`config.mk`:
```
export PLATFORM = sky130hd
export DESIGN_NAME = switch_debouncer
export DESIGN_NICKNAME = d
export VERILOG_FILES = /design/src/rtl/switch_debouncer.sv
export SDC_FILE = /design/constraint.sdc
export NUM_CORES = 1
export LEC_CHECK = 0
export BUFFER_PORTS_ARGS = -buffer_cell sky130_fd_sc_hd__buf_2
export CORE_MARGIN = 3
export CORE_UTILIZATION = 55
export DETAILED_ROUTE_END_ITERATION = 7
export GPL_TIMING_DRIVEN = 0
export PLACE_DENSITY_LB_ADDON = 0.25
export SLEW_MARGIN = 20
export SYNTH_ARGS = -nofsm -noshare
export SYNTH_HDL_FRONTEND = slang
export SYNTH_SLANG_ARGS = --single-unit
```
`constraint.sdc`:
```
create_clock -name clk -period 8.72 [get_ports clk]
set_clock_uncertainty 0.05 [all_clocks]
set_input_delay 0.436 -clock clk [delete_from_list [all_inputs] [get_ports clk]]
set_output_delay 0.436 -clock clk [all_outputs]
set_load 0.02 [all_outputs]
```
`src/rtl/switch_debouncer.sv`:
```
// Two-flop synchronised, per-channel FSM debouncer for slide switches.
// Define SWITCH_DEBOUNCER_BYPASS_EN to compile out the wait/count stage (simulation only).
module switch_debouncer #(
  parameter int WIDTH           = 8,
  parameter int DEBOUNCE_CYCLES = 1_000_000
) (
  input  logic             clk,
  input  logic             rst,
  input  logic [WIDTH-1:0] sw_raw,
  output logic [WIDTH-1:0] sw_clean,
  output logic [WIDTH-1:0] sw_rise,
  output logic [WIDTH-1:0] sw_fall,
  output logic             settled
);

  typedef enum logic [1:0] {
    STABLE_LO,
    WAIT_HI,
    STABLE_HI,
    WAIT_LO
  } state_t;

  logic [WIDTH-1:0] sync1;
  logic [WIDTH-1:0] sync2;

  // Bring the asynchronous switch levels into the clk domain.
  always_ff @(posedge clk or posedge rst) begin
    if (rst) begin
      sync1 <= '0;
      sync2 <= '0;
    end else begin
      sync1 <= sw_raw;
      sync2 <= sync1;
    end
  end

`ifndef SWITCH_DEBOUNCER_BYPASS_EN
  localparam int CW = $clog2(DEBOUNCE_CYCLES);
  localparam logic [CW-1:0] LAST = CW'(DEBOUNCE_CYCLES - 1);

  logic [WIDTH-1:0] waiting;

  for (genvar i = 0; i < WIDTH; i++) begin : g_ch
    state_t        state;
    logic [CW-1:0] cnt;
    logic          clean_q;
    logic          rise_q;
    logic          fall_q;

    // Accept a new level only after it holds for DEBOUNCE_CYCLES samples.
    always_ff @(posedge clk or posedge rst) begin
      if (rst) begin
        state   <= STABLE_LO;
        cnt     <= '0;
        clean_q <= 1'b0;
        rise_q  <= 1'b0;
        fall_q  <= 1'b0;
      end else begin
        rise_q <= 1'b0;
        fall_q <= 1'b0;
        unique case (state)
          STABLE_LO: begin
            if (sync2[i]) begin
              state <= WAIT_HI;
              cnt   <= '0;
            end
          end
          WAIT_HI: begin
            if (!sync2[i]) begin
              state <= STABLE_LO;
              cnt   <= '0;
            end else if (cnt == LAST) begin
              state   <= STABLE_HI;
              cnt     <= '0;
              clean_q <= 1'b1;
              rise_q  <= 1'b1;
            end else begin
              cnt <= cnt + CW'(1);
            end
          end
          STABLE_HI: begin
            if (!sync2[i]) begin
              state <= WAIT_LO;
              cnt   <= '0;
            end
          end
          WAIT_LO: begin
            if (sync2[i]) begin
              state <= STABLE_HI;
              cnt   <= '0;
            end else if (cnt == LAST) begin
              state   <= STABLE_LO;
              cnt     <= '0;
              clean_q <= 1'b0;
              fall_q  <= 1'b1;
            end else begin
              cnt <= cnt + CW'(1);
            end
          end
          default: begin
            state <= STABLE_LO;
            cnt   <= '0;
          end
        endcase
      end
    end

    assign waiting[i]  = (state == WAIT_HI) || (state == WAIT_LO);
    assign sw_clean[i] = clean_q;
    assign sw_rise[i]  = rise_q;
    assign sw_fall[i]  = fall_q;
  end

  // Quiet indication: no channel is mid-debounce.
  always_ff @(posedge clk or posedge rst) begin
    if (rst) begin
      settled <= 1'b1;
    end else begin
      settled <= ~|waiting;
    end
  end

`else

  for (genvar i = 0; i < WIDTH; i++) begin : g_ch
    state_t state;
    logic   clean_q;
    logic   rise_q;
    logic   fall_q;

    // Follow the synchronised level directly, still emitting edge pulses.
    always_ff @(posedge clk or posedge rst) begin
      if (rst) begin
        state   <= STABLE_LO;
        clean_q <= 1'b0;
        rise_q  <= 1'b0;
        fall_q  <= 1'b0;
      end else begin
        rise_q <= 1'b0;
        fall_q <= 1'b0;
        unique case (state)
          STABLE_LO: begin
            if (sync2[i]) begin
              state   <= STABLE_HI;
              clean_q <= 1'b1;
              rise_q  <= 1'b1;
            end
          end
          STABLE_HI: begin
            if (!sync2[i]) begin
              state   <= STABLE_LO;
              clean_q <= 1'b0;
              fall_q  <= 1'b1;
            end
          end
          default: begin
            state <= STABLE_LO;
          end
        endcase
      end
    end

    assign sw_clean[i] = clean_q;
    assign sw_rise[i]  = rise_q;
    assign sw_fall[i]  = fall_q;
  end

  // Nothing ever waits in this build.
  always_ff @(posedge clk or posedge rst) begin
    if (rst) begin
      settled <= 1'b1;
    end else begin
      settled <= 1'b1;
    end
  end

`endif

endmodule

```
After elaboration in Yosys (flattened, before gate mapping)
Index checks and enable logic that the tools add are counted.
{"block": "totals", "regBits": 217, "output_inout_bits": 25, "elab_cells": 381}
{"block": "classes", "n_addsub": 8, "n_eq_ne": 96, "mux": 184, "reduce_logical": 50}
{"operator": "20-bit 2-to-1 mux", "count": 40}
{"operator": "20-bit case mux with 4 select lines", "count": 8}
{"operator": "20-bit by 1-bit adder with 20-bit output (second input constant)", "count": 8}
{"operator": "20-bit == test (second input constant)", "count": 8}
{"operator": "2-bit 2-to-1 mux", "count": 48}
{"operator": "2-bit != test (second input constant)", "count": 48}
{"operator": "1-bit 2-to-1 mux", "count": 72}
{"operator": "2-bit case mux with 4 select lines", "count": 8}
{"operator": "3-bit != test (second input constant)", "count": 16}
{"operator": "5-bit AND reduction", "count": 8}
{"operator": "2-bit == test (second input constant)", "count": 16}
{"operator": "4-bit AND reduction", "count": 8}
{"operator": "2-bit by 1-bit == test with 1-bit output (second input constant)", "count": 8}
{"operator": "2-bit logical NOT", "count": 8}
{"operator": "1-bit case mux with 2 select lines", "count": 8}
{"operator": "2-bit AND reduction", "count": 8}
{"operator": "2-bit nonzero test", "count": 8}
{"operator": "1-bit logical OR", "count": 8}
{"operator": "8-bit OR reduction", "count": 1}
{"operator": "1-bit logical NOT", "count": 1}

Depth between registers and ports, before layout
{"block": "depth", "word_depth": 4, "ltp_mapped": 8, "depth_no_buf": 6}

Worst setup path after synthesis
No wires, ideal clock.
{"block": "synth_timing", "path_type": "reg2reg", "from": "register g_ch[6].cnt[0]", "to": "register g_ch[6].cnt[12]", "t_arrival_ns": 1.848, "required_time_ns": 8.588, "path_slack_ns": 6.741, "path_stages_with_launch": 9, "period_less_slack_ns": 1.979, "path_cell_list": "dfrtp_1 ha_1 and4_1 clkbuf_1 nand4_1 o211a_1 clkbuf_1 o21ai_0 a31oi_1"}
{"block": "synth_between", "elab_chain_cells": 4, "elab_cells_between_ends": 6, "classes_between": "add/sub: 1; eq/ne: 1; mux: 4"}
{"element": "from (decl)", "line_no": "45", "source": "logic [CW-1:0] cnt;"}
{"element": "from (signal assigned)", "line_no": "78", "source": "cnt <= cnt + CW'(1);"}
{"element": "from (signal assigned)", "line_no": "97", "source": "cnt <= cnt + CW'(1);"}
{"element": "20-bit by 1-bit adder with 20-bit output or 20-bit == test (tied branches)"}
{"element": "20-bit 2-to-1 mux *", "line_no": "72, 91"}
{"element": "20-bit 2-to-1 mux (on tied branches)", "line_no": "88, 69"}
{"element": "20-bit case mux with 4 select lines *", "line_no": "61", "source": "unique case (state)"}
Every way passes the cells marked *; elsewhere a longest branch is shown, timed or not.
A chain may end at the register's enable or synchronous reset.

Final worst setup path
{"block": "layout_timing", "from": "register g_ch[5].cnt[0]", "to": "register g_ch[5].cnt[13]"}
{"block": "layout_between", "elab_chain_cells": 4, "elab_cells_between_ends": 6, "classes_between": "add/sub: 1; eq/ne: 1; mux: 4"}
{"element": "from (decl)", "line_no": "45"}
{"element": "from (signal assigned)", "line_no": "78"}
{"element": "from (signal assigned)", "line_no": "97"}
{"element": "20-bit by 1-bit adder with 20-bit output or 20-bit == test (tied branches)"}
{"element": "20-bit 2-to-1 mux *", "line_no": "72, 91"}
{"element": "20-bit 2-to-1 mux (on tied branches)", "line_no": "88, 69"}
{"element": "20-bit case mux with 4 select lines *", "line_no": "61"}
Marks and branches as above.

==> impl_metrics.py <==
metrics = {
    "run_status": {
        "status": "complete, no violations",
    },
    "routing": {
        "dr.first_iter.drc_count": 590,
        "dr.pass1.iters": 5,
        "drc_errors": 0,
        "finalWirelength_um": 24000,
        "vias_per_cell": 6.07,
        "drtAntennaViolNets": 0,
        "wl_per_cell_um": 15.4,
        "vias": 9443,
    },
    "die": {
        "die_w_um": 149,
        "design.portCount": 35,
        "fp.dieArea_um2": 22100,
        "rows": 51,
        "start_util_pct": 56.7,
        "fp.coreArea_um2": 19700,
        "die-height_um": 149,
    },
    "logic_synthesis": {
        "synth_area_um2": 11200,
        "synth.net_count": 1219,
        "synth_flop_cell": "dfrtp_1",
        "ys_seq_area_share_pct": 48.5,
        "synth_edf_count": 0,
        "ys_warn_count": 0,
        "ys_async_sr_fraction_pct": 100,
        "yosys.area.top_type": "dfrtp_1",
        "synth.top_cell.area_share_pct": 48.3,
        "synthCells": 1201,
        "synth.distinct_cells": 72,
        "synth-seq-cells": 217,
        "synth.avg_cell_area_um2": 9.32,
        "synth_area_leaders": "dfrtp_1 (48%), a31oi_1 (4.6%), nand2_1 (4.6%)",
    },
    "clock_tree": {
        "path_clk_slew_ps": 60,
        "clkLatencyLatePin_ps": 510,
        "cts_setup_buffers": 0,
        "clock_path_buffers": 3,
        "clkSinkCount": 217,
        "htree_levels": 1,
        "cts_tree": "built",
        "cts_made_buffers": 24,
        "root_buffer": "clkbuf_16",
    },
    "final_layout": {
        "drive_gt1_share_pct": 11.9,
        "layout_common_cells": "dfrtp_1 (216), nand2_1 (138), nand3_1 (98)",
        "finalNonFillerCells": 1555,
        "fill_cells": 1583,
        "antennaDiodeCount": 0,
        "final_common_cell": "dfrtp_1",
        "final_nets": 1290,
        "syn_to_final_growth_pct": 13.2,
    },
    "timing": {
        "finalSetupViolCount": 0,
        "tns_ps": 0,
        "timing.final.ws_setup_ps": 6280,
        "max_freq_ghz": 0.410,
        "period_share_pct": 28.0,
        "worst_slew_pin_slew_ps": 975,
        "rsz0062_at_grt": "no",
        "finalHoldViolations": 0,
        "slew_headroom_pct": 34.4,
        "min_period_ps": 2440,
        "hold_ws_ps": 298,
        "finalMaxSlewViolations": 0,
    },
    "pwr": {
        "p_comb_share_pct": 10.7,
        "peakVddDrop_mv": 0.145,
        "p_leak_nw": 5.51,
        "p_sw_share_pct": 25.7,
        "power_density_nw_per_um2": 186,
        "switchingPower_uw": 606,
        "internal_power_mw": 1.75,
        "power.share.sequential_pct": 46.0,
        "pwr-share-clk_pct": 43.3,
    },
    "setup_path": {
        "arrival_ps": 2750,
        "cpMaxStageDelayCell": "nor4_1",
        "end_kind": "flop",
        "worst_setup_path_start_kind": "flop",
        "critical-path-top-delay-family": "simple AND/OR/NAND/NOR gates",
        "cp_max_fo": 6,
        "cp_cell_sequence": "ha_1 > and3_1 > nand3_1 > nor4_1 > o31a_1 > a31oi_1",
        "crit_required_ps": 9030,
        "worst-setup-path-type": "reg2reg",
        "cp.buffers_inverters": 0,
        "cpPeakStageDelay_ps": 890,
    },
    "global_route": {
        "grt_max_degree": 87,
        "antenna_found_initial": 0,
        "track_usage_pct": 21.9,
        "grt_pass1_wl_um": 41600,
        "grt_pass1_vias": 8858,
        "overflow": 0,
    },
    "job": {
        "drv_cap": 0,
    },
    "placement": {
        "dp_hpwl_um": 15900,
        "io_buffers": 34,
        "place_congestion": 0.853,
        "post-place-ws_ps": 6340,
        "post-place-cells": 1502,
    },
    "min_path": {
        "hold_path.class": "reg2reg",
    },
}
[cells in the mapped netlist (all sizes together) (3+ instances only)]
cell,instances
dfrtp,216
nand2,138
nand3,98
a31oi,83
a21oi,77
o21ai,70
nor2,62
buf,43
inv,42
nand4,35
and3,30
nor3,25
clkbuf,24
a22o,21
nor4,20
nand2b,19
a21o,18
a41oi,18
or3,17
and4,12
xor2,12
and2,8
ha,8
mux2i,8
nor3b,8
o211ai,7
or2,7
or4,7
nor4b,6
xnor2,6
a2bb2oi,5
o22ai,5
mux2,4
o311ai,4
a32oi,3
nor2b,3
o31ai,3
[per-layer routing]
layer / vias up / GRT usage [%] / wire [um]
met1: 4553 / 31.0 / 11200
met5: - / 0 / 0
met2: 235 / 35.8 / 11300
met3: 35 / 3.02 / 1070
met4: 0 / 6.24 / 442
li1: 4620 / - / -
[state kept, by name (all words and copies together), names as in the netlist, named ones only]
| name | count |
|---|---|
| g_ch.cnt | 160 |
| g_ch.clean_q | 8 |
| g_ch.fall_q | 8 |
| g_ch.rise_q | 8 |
| g_ch.state | 8 |
| sync1 | 8 |
| sync2 | 8 |
| settled | 1 |
[cell type report]
cell class	count	area, um2	share of cell area, %
inverter	42	165	1.30
tap	265	332	2.62
multi-input combinational	875	5220	41.2
timing repair buffer	45	315	2.49
clock inverter	4	45.0	0.356
sequential	217	5430	42.9
buffer	67	383	3.02
clock buffer	40	772	6.10
[power by group through the flow]
stage	logic [mW]	clock network, mW	registers [mW]
2_1_floorplan	0.183	0	1.09
3_3_place_gp	0.238	0	1.10
3_5_place_dp	0.247	0	1.10
4_1_cts	0.253	1.05	1.08
5_1_grt	0.283	1.09	1.09
6_report	0.253	1.02	1.08
[final timing paths]
check	startpoint	to	slack [ps]	cells after the start
worst min-delay path	sync1[5]$_DFF_PP0_	sync2[5]$_DFF_PP0_	300	0
worst max-delay path	g_ch[5].cnt[0]$_DFFE_PP0P_	g_ch[5].cnt[13]$_DFFE_PP0P_	6280	6
min in group asynchronous	rst	g_ch[1].cnt[15]$_DFFE_PP0P_	470	3
max in group asynchronous	rst	settled$_DFF_PP1_	7360	4
worst min register to register	sync1[5]$_DFF_PP0_	sync2[5]$_DFF_PP0_	300	0
worst max register to register	g_ch[5].cnt[0]$_DFFE_PP0P_	g_ch[5].cnt[13]$_DFFE_PP0P_	6280	6
[cells by family after synthesis]
kind of cell,count (synthesis),share of synthesized area (%)
flops,217,48.5
buf+inv,109,4.83
fa+ha+maj,8,0.895
xor+xnor,18,1.41
compound gates,328,18.6
mux,12,1.12
simple gates,509,24.6
[through the flow]
| stage | utilization, % | power [mW] | cell area (um2) |
|---|---|---|---|
| after floorplan | - | 1.27 | 11200 |
| after global placement | 59.3 | 1.34 | 11700 |
| after detailed placement | 59.6 | 1.35 | 11800 |
| after CTS | 64.2 | 2.38 | 12700 |
| after global routing | 64.2 | 2.46 | 12700 |
| final | 64.2 | 2.36 | 12700 |
[what timing repair did]
item,CTS,global route
hold buffers,9,0
hold endpoints to repair,74,0
resized for setup,0,0
Note: power is estimated with default switching activity, not from simulation.
